### src/rtl/runway_access_arbiter.sv
// Runway access arbiter: queues landing/takeoff requests and grants the single runway
// one aircraft at a time, blocking takeoffs in severe weather and locking down in emergencies.
//
// state    | meaning
// ---------+------------------------------------------------------------
// IDLE     | runway free, choose next grant (landings before takeoffs)
// GRANT    | one-cycle grant pulse, runway becomes occupied
// OCCUPIED | runway held until the hold counter reaches zero
// LOCKDOWN | weather emergency: landings only, takeoff slot held empty
module runway_access_arbiter #(
    parameter int QUEUE_DEPTH   = 4,
    parameter int OCCUPY_CYCLES = 8,
    parameter int ID_W          = 4
) (
    input  logic                                 CLK,
    input  logic                                 RST,
    input  logic                                 req_valid,
    input  logic                                 req_type,
    input  logic [ID_W-1:0]                      req_id,
    input  logic                                 severe_weather,
    input  logic                                 emergency_landing_alert,
    input  logic [1:0]                           weather_state,
    output logic                                 req_ack,
    output logic                                 req_nack,
    output logic                                 grant_valid,
    output logic                                 grant_type,
    output logic [ID_W-1:0]                      grant_id,
    output logic                                 runway_busy,
    output logic [$clog2(QUEUE_DEPTH+1)-1:0]     landing_count,
    output logic [1:0]                           arb_state
);

    localparam int PW = $clog2(QUEUE_DEPTH);
    localparam int CW = $clog2(QUEUE_DEPTH + 1);
    localparam int HW = $clog2(OCCUPY_CYCLES);
    localparam logic [HW-1:0] HOLD_LOAD = HW'(OCCUPY_CYCLES - 2);

    typedef enum logic [1:0] {
        IDLE     = 2'b00,
        GRANT    = 2'b01,
        OCCUPIED = 2'b10,
        LOCKDOWN = 2'b11
    } state_t;

    state_t          state, state_nxt;
    logic [HW-1:0]   hold_cnt, hold_nxt;
    logic [ID_W-1:0] fifo_mem [QUEUE_DEPTH];
    logic [PW-1:0]   wr_ptr, rd_ptr;
    logic            slot_valid;
    logic [ID_W-1:0] slot_id;

    logic            emergency, fifo_full, fifo_empty;
    logic            push, pop, take_accept;
    logic            slot_take, slot_clear, grant_load;
    logic            grant_type_nxt;
    logic [ID_W-1:0] grant_id_nxt;

    assign emergency  = emergency_landing_alert | (weather_state == 2'b11);
    assign fifo_full  = (landing_count == CW'(QUEUE_DEPTH));
    assign fifo_empty = (landing_count == '0);

    // Fullness uses the registered count, so a push into a full queue is refused even on a pop cycle.
    assign push        = req_valid & ~req_type & ~fifo_full;
    assign take_accept = req_valid & req_type & ~slot_valid & ~severe_weather
                         & ~emergency & (state != LOCKDOWN);

    assign grant_valid = (state == GRANT);
    assign runway_busy = (state == GRANT) | (state == OCCUPIED);
    assign arb_state   = state;

    always_comb begin
        state_nxt      = state;
        hold_nxt       = hold_cnt;
        pop            = 1'b0;
        slot_take      = 1'b0;
        slot_clear     = 1'b0;
        grant_load     = 1'b0;
        grant_type_nxt = 1'b0;
        grant_id_nxt   = fifo_mem[rd_ptr];
        case (state)
            IDLE: begin
                if (emergency) begin
                    slot_clear = 1'b1;
                    state_nxt  = LOCKDOWN;
                end else if (!fifo_empty) begin
                    pop        = 1'b1;
                    grant_load = 1'b1;
                    state_nxt  = GRANT;
                end else if (slot_valid && !severe_weather) begin
                    slot_take      = 1'b1;
                    grant_load     = 1'b1;
                    grant_type_nxt = 1'b1;
                    grant_id_nxt   = slot_id;
                    state_nxt      = GRANT;
                end
            end
            GRANT: begin
                hold_nxt  = HOLD_LOAD;
                state_nxt = OCCUPIED;
            end
            OCCUPIED: begin
                if (hold_cnt == '0) begin
                    state_nxt = IDLE;
                end else begin
                    hold_nxt = hold_cnt - HW'(1);
                end
            end
            LOCKDOWN: begin
                // After a lockdown grant the FSM passes through IDLE, which re-checks the emergency.
                if (!fifo_empty) begin
                    pop        = 1'b1;
                    grant_load = 1'b1;
                    state_nxt  = GRANT;
                end else if (!emergency) begin
                    state_nxt = IDLE;
                end
            end
            default: state_nxt = IDLE;
        endcase
    end

    always_ff @(posedge CLK) begin
        if (push) begin
            fifo_mem[wr_ptr] <= req_id;
        end
    end

    always_ff @(posedge CLK or posedge RST) begin
        if (RST) begin
            state         <= IDLE;
            hold_cnt      <= '0;
            wr_ptr        <= '0;
            rd_ptr        <= '0;
            landing_count <= '0;
            slot_valid    <= 1'b0;
            slot_id       <= '0;
            req_ack       <= 1'b0;
            req_nack      <= 1'b0;
            grant_type    <= 1'b0;
            grant_id      <= '0;
        end else begin
            state    <= state_nxt;
            hold_cnt <= hold_nxt;
            req_ack  <= push | take_accept;
            req_nack <= req_valid & ~(push | take_accept);

            if (push) begin
                wr_ptr <= wr_ptr + PW'(1);
            end
            if (pop) begin
                rd_ptr <= rd_ptr + PW'(1);
            end
            case ({push, pop})
                2'b10:   landing_count <= landing_count + CW'(1);
                2'b01:   landing_count <= landing_count - CW'(1);
                default: landing_count <= landing_count;
            endcase

            if (slot_take || slot_clear) begin
                slot_valid <= 1'b0;
            end else if (take_accept) begin
                slot_valid <= 1'b1;
                slot_id    <= req_id;
            end

            if (grant_load) begin
                grant_type <= grant_type_nxt;
                grant_id   <= grant_id_nxt;
            end
        end
    end

endmodule

### config.mk
export PLATFORM = sky130hd
export DESIGN_NAME = runway_access_arbiter
export DESIGN_NICKNAME = d
export VERILOG_FILES = /design/src/rtl/runway_access_arbiter.sv
export SDC_FILE = /design/constraint.sdc
export NUM_CORES = 1
export LEC_CHECK = 0
export ABC_AREA = 1
export BUFFER_PORTS_ARGS = -buffer_cell sky130_fd_sc_hd__buf_4
export CAP_MARGIN = 25
export CORE_UTILIZATION = 30
export CTS_CLUSTER_DIAMETER = 50
export DETAILED_ROUTE_END_ITERATION = 8
export PLACE_DENSITY = 0.52
export SLEW_MARGIN = 10
export SYNTH_ARGS = -nofsm -noshare
export SYNTH_HDL_FRONTEND = slang
export SYNTH_SLANG_ARGS = --single-unit
### constraint.sdc
create_clock -name CLK -period 3 [get_ports CLK]
set_input_delay 0.15 -clock CLK [delete_from_list [all_inputs] [get_ports CLK]]
set_output_delay 0.15 -clock CLK [all_outputs]
set_load 0.1 [all_outputs]
---- Yosys cells after proc, flatten, opt, wreduce, memory -nomap -nowiden ----
Memory sizes are Yosys's and may differ from the RTL's.
Index checks and enable logic that the tools add are counted.
word-level totals
  register bits after elaboration ......... 24
  memory bits (writable) .................. 16
  bits of input ports ..................... 12
  output and inout port bits .............. 14
  memories kept ........................... 1
memory list
  memory    depth  width  rd ports  clocked after memory_dff  wr ports  line  RTL
  fifo_mem  4      4      1         0                         1         47    logic [ID_W-1:0] fifo_mem [QUEUE_DEPTH];
operators by class
  add/sub/neg operators ................... 5
  equal/unequal tests ..................... 12
  mux-type cells .......................... 30
  bitwise logic cells ..................... 18
  reduce and logical (&&, ||, !) cells .... 12
operators with widths
  operator                                                                number
  4-bit two-way mux                                                       4
  1-bit two-way mux                                                       14
  2-bit two-way mux                                                       6
  3-bit one-hot mux with 2 select lines                                   2
  1-bit bitwise AND                                                       8
  2-bit equality test (second input constant)                             4
  2-bit one-hot mux with 4 select lines                                   1
  1-bit NOT                                                               7
  3-bit zero test                                                         2
  2-bit nonzero test                                                      3
  3-bit by 1-bit subtractor with 3-bit output (second input constant)     2
  2-bit by 1-bit adder with 2-bit output (second input constant)          2
  2-bit by 1-bit equality test with 1-bit output (second input constant)  2
  2-bit != test (second input constant)                                   2
  4-bit != test (second input constant)                                   1
  1-bit one-hot mux with 2 select lines                                   2
  2-bit AND reduction                                                     2
  3-bit by 1-bit adder with 3-bit output (second input constant)          1
  3-bit equality test (second input constant)                             1
  3-bit two-way mux                                                       1
  3-bit != test (second input constant)                                   1
  1-bit OR                                                                3
  3-bit AND reduction                                                     1
  2-bit zero test                                                         1
  4 further kinds                                                         4

---- Depth between registers and ports, before layout ----
  depth in word-level cells ............... 9
  depth in mapped cells ................... 12
  gate-level depth less buffers ........... 12

---- Worst setup path after synthesis ----
Ideal clock, no wire load.
  kind .................................... reg-to-reg
  from .................................... register state[0], in the netlist arb_state[0]
  to ...................................... register landing_count[2]
  setup time .............................. 0.131 ns
  arrival ................................. 3.117 ns
  required time ........................... 2.869 ns
  slack ................................... -0.248 ns
  stages on the path, launching flop included .. 12
  path through ............................ dfrtp_1 > inv_1 > ha_1 > inv_1 > nand2_2 > inv_2 > ha_1 > inv_1 > fa_1 > a21oi_1 > o21ai_0 > xor2_1
on the way
  longest elaborated chain between the ends .. 4
ends and longest elaborated chain
  what                                                                                          line  RTL
  start: declaration                                                                            45    state_t state, state_nxt;
  start signal: assignment                                                                      142   state <= state_nxt;
  2-bit equality test / 2-bit zero test (equally long branches)                                 80    case (state)
  1-bit one-hot mux with 2 select lines (*)                                                     80
  named net pop                                                                                 53    logic push, pop, take_accept;
  2-bit by 1-bit equality test with 1-bit output / 2-bit equality test (equally long branches)  153   case ({push, pop})
  3-bit one-hot mux with 2 select lines / 2-bit nonzero test (equally long branches)            -
  end signal: assignment                                                                        154   2'b10: landing_count <= landing_count + CW'(1);
  end signal: assignment                                                                        155   2'b01: landing_count <= landing_count - CW'(1);
  end signal: assignment                                                                        156   default: landing_count <= landing_count;
  end: declaration                                                                              29    output logic [$clog2(QUEUE_DEPTH+1)-1:0] landing_count,
Mark *: on every way through the listed nets, which the timed path passes. The rest lies on a longest branch.
A chain may end at the register's enable or synchronous reset.

---- Worst setup path after layout ----
Ends and elaborated chain as after synthesis.

==> results_dict.tcl <==
set metrics [dict create \
    run_status "finished, final reports clean" \
    worstMarginPinSlew_ns 0.385 \
    antenna_found_initial 0 \
    hp-class "primary input to flip-flop" \
    clock_latency_ns 0.29 \
    vias_per_cell 4.37 \
    post-route-period-util 0.764 \
    ios 26 \
    drtIter0Drc 91 \
    initial_core_util 0.318 \
    startpoint_type "flip-flop" \
    r2r_start "arb_state[0]" \
    grt_pass1_vias 1392 \
    grt_pass1_wl_um 6430 \
    postRouteAntennaNets 0 \
    vias 1432 \
    routed_wirelength_um 3790 \
    crit_path_start "arb_state[0]" \
    root_buffer "clkbuf_8" \
    hpwl_um 2880 \
    relSlewSlack 0.743 \
    hp-start "req_id[2]" \
    die_h_um 84.9 \
    yosys-top-cells-area "dfrtp_1 (29%), edfxtp_1 (23%), nand2_1 (12%), ha_1 (6.7%), nand3_1 (5.3%)" \
    min_period_ns 2.29 \
    most-common-layout-cells "nand2_1 (65), inv_1 (25), buf_4 (25)" \
    synth_fp_nets 242 \
    arrival_ns 2.47 \
    ys_seq_area_frac 0.524 \
    cts_buffers 5 \
    grt.total_usage 0.117 \
    num_rows 29 \
    syn_to_final_growth_pct 20.4 \
    cts.sinks 40 \
    crit_fanout 5 \
    synth_cell_types 28 \
    maxCapViolations 0 \
    cts_resized 0 \
    rsz0062_at_grt "no" \
    fin_tns_setup_ns 0 \
    dieArea_um2 7210 \
    num-nets-final 274 \
    diodes 0 \
    io_buffers 25 \
    worstSetupPathType "flip-flop to flip-flop" \
    drive_gt1_frac 0.235 \
    hold_viol_final 0 \
    grt_overflow_total 0 \
    clock_path_buffers 2 \
    setup_viol 0 \
    yosysWarnings 0 \
    slew_violations 0 \
    h-tree-depth 2 \
    drc 0 \
    place_area_um2 2340 \
    first_pass_iters 4 \
    synth_top_area_frac 0.291 \
    die_w_um 84.9 \
    grt_max_degree 25 \
    clk_pin_slew_ns 0.08 \
    avgSynthCellArea_um2 9.46 \
    core_area_um2 6490 \
    syn-instance-count 218 \
    worst_ep_required_time_ns 3.18 \
    gp_congestion 0.764 \
    fin_worst_skew_ns 0.00791 \
    clock.fmax_mhz 436 \
    drt-wirelength-per-cell_um 11.5 \
    yosys.area.top_type "dfrtp_1" \
    final_common_cell "nand2_1" \
    worstSetupEndpointType "flip-flop" \
    synth_area_um2 2060 \
    ys_ff_latch 40 \
    finalInstanceArea_um2 2480 \
    cts_tree "yes" \
]
cells by family (layout without fill, tap and decap cells):
| group | Yosys count | count (layout) | share of synthesized area |
|---|---|---|---|
| AOI/OAI and AO/OA | 8 | 8 | 0.0224 |
| adders and majority gates | 12 | 12 | 0.0764 |
| buffers and inverters | 34 | 67 | 0.0631 |
| DFF | 40 | 40 | 0.524 |
| and+or+nand+nor | 120 | 120 | 0.297 |
| xor gates and xnor gates | 4 | 4 | 0.0170 |
timing repair:
action                                 in CTS  in global routing
endpoints found under the hold margin       0                  4
buffers inserted                            0                  0
hold buffers                                0                  1
layer usage:
metal / vias to the layer above / share of wire / GRT usage
li1: 751 / - / -
met1: 649 / 0.49 / 0.155
met2: 25 / 0.44 / 0.180
met3: 7 / 0.040 / 0.0292
met4: 0 / 0.022 / 0.0555
met5: - / 0 / 0
state kept, by name, indices dropped and copies added, names as in the netlist, 2 cells and up:
register / flops
fifo_mem: 16
wr_ptr: 2
arb_state: 2
slot_id: 4
landing_count: 3
grant_id: 4
hold_cnt: 3
rd_ptr: 2
path summary, 6_finish.rpt:
path                       slack, ns               end  depth (start not counted)
max in group asynchronous       2.24        slot_id[3]                          4
min                             0.07    fifo_mem[1][2]                          1
min reg2reg                     0.47        slot_id[0]                          2
min in group asynchronous       0.36  landing_count[1]                          3
max reg2reg                     0.71  landing_count[2]                         12
max                             0.71  landing_count[2]                         12
synthesized netlist by cell type:
master,instances
nand2_8,1
o21ai_1,1
nand3_1,22
nor2_2,1
nand3b_1,5
edfxtp_1,16
nor2_1,9
nand2_2,6
buf_2,2
nand2_1,65
ha_1,11
nor3_4,1
o211ai_1,1
inv_2,6
dfrtp_1,24
xnor2_1,2
inv_1,25
a21oi_2,1
nand3_2,3
nor2_8,1
xor2_1,2
nand2_4,2
o21ai_0,3
nor2_4,2
clkinv_1,1
nand4_1,2
a21oi_1,2
fa_1,1
final cells by class:
| type | count | area (µm²) |
|---|---|---|
| fillers | 650 | 4010 |
| flip-flops and latches | 40 | 1080 |
| multi-input cells | 144 | 852 |
| repair buffers | 27 | 225 |
| inverters | 32 | 120 |
| well taps | 77 | 96.3 |
| clock buffers | 6 | 72.6 |
| clock inverters | 2 | 35.0 |
worst max-delay path, stage by stage (launching register included):
cell and delay (ns):
dfrtp_2 0.44, inv_1 0.10, ha_1 0.21, nand3_2 0.13
a21oi_2 0.15, nand2_2 0.09, inv_2 0.10, ha_1 0.14
inv_1 0.06, fa_1 0.37, a21oi_1 0.14, o21ai_0 0.11
xor2_1 0.15
per-stage QoR:
| step | hold WS, ns | utilization | setup WS (ns) | std cells |
|---|---|---|---|---|
| 2_1_floorplan | 0.164 | - | 0.0609 | 218 |
| 5_1_grt | 0.0628 | 0.383 | 0.414 | 328 |
| 3_5_place_dp | 0.374 | 0.360 | 0.713 | 318 |
| 6_report | 0.0720 | 0.383 | 0.708 | 328 |
| 3_3_place_gp | 0.368 | 0.360 | 0.787 | 318 |
| 4_1_cts | 0.0655 | 0.377 | 0.699 | 326 |
Power is left out: the tool's default activity adds up to more than one toggle a clock period on the data nets, which glitch-free logic cannot reach.
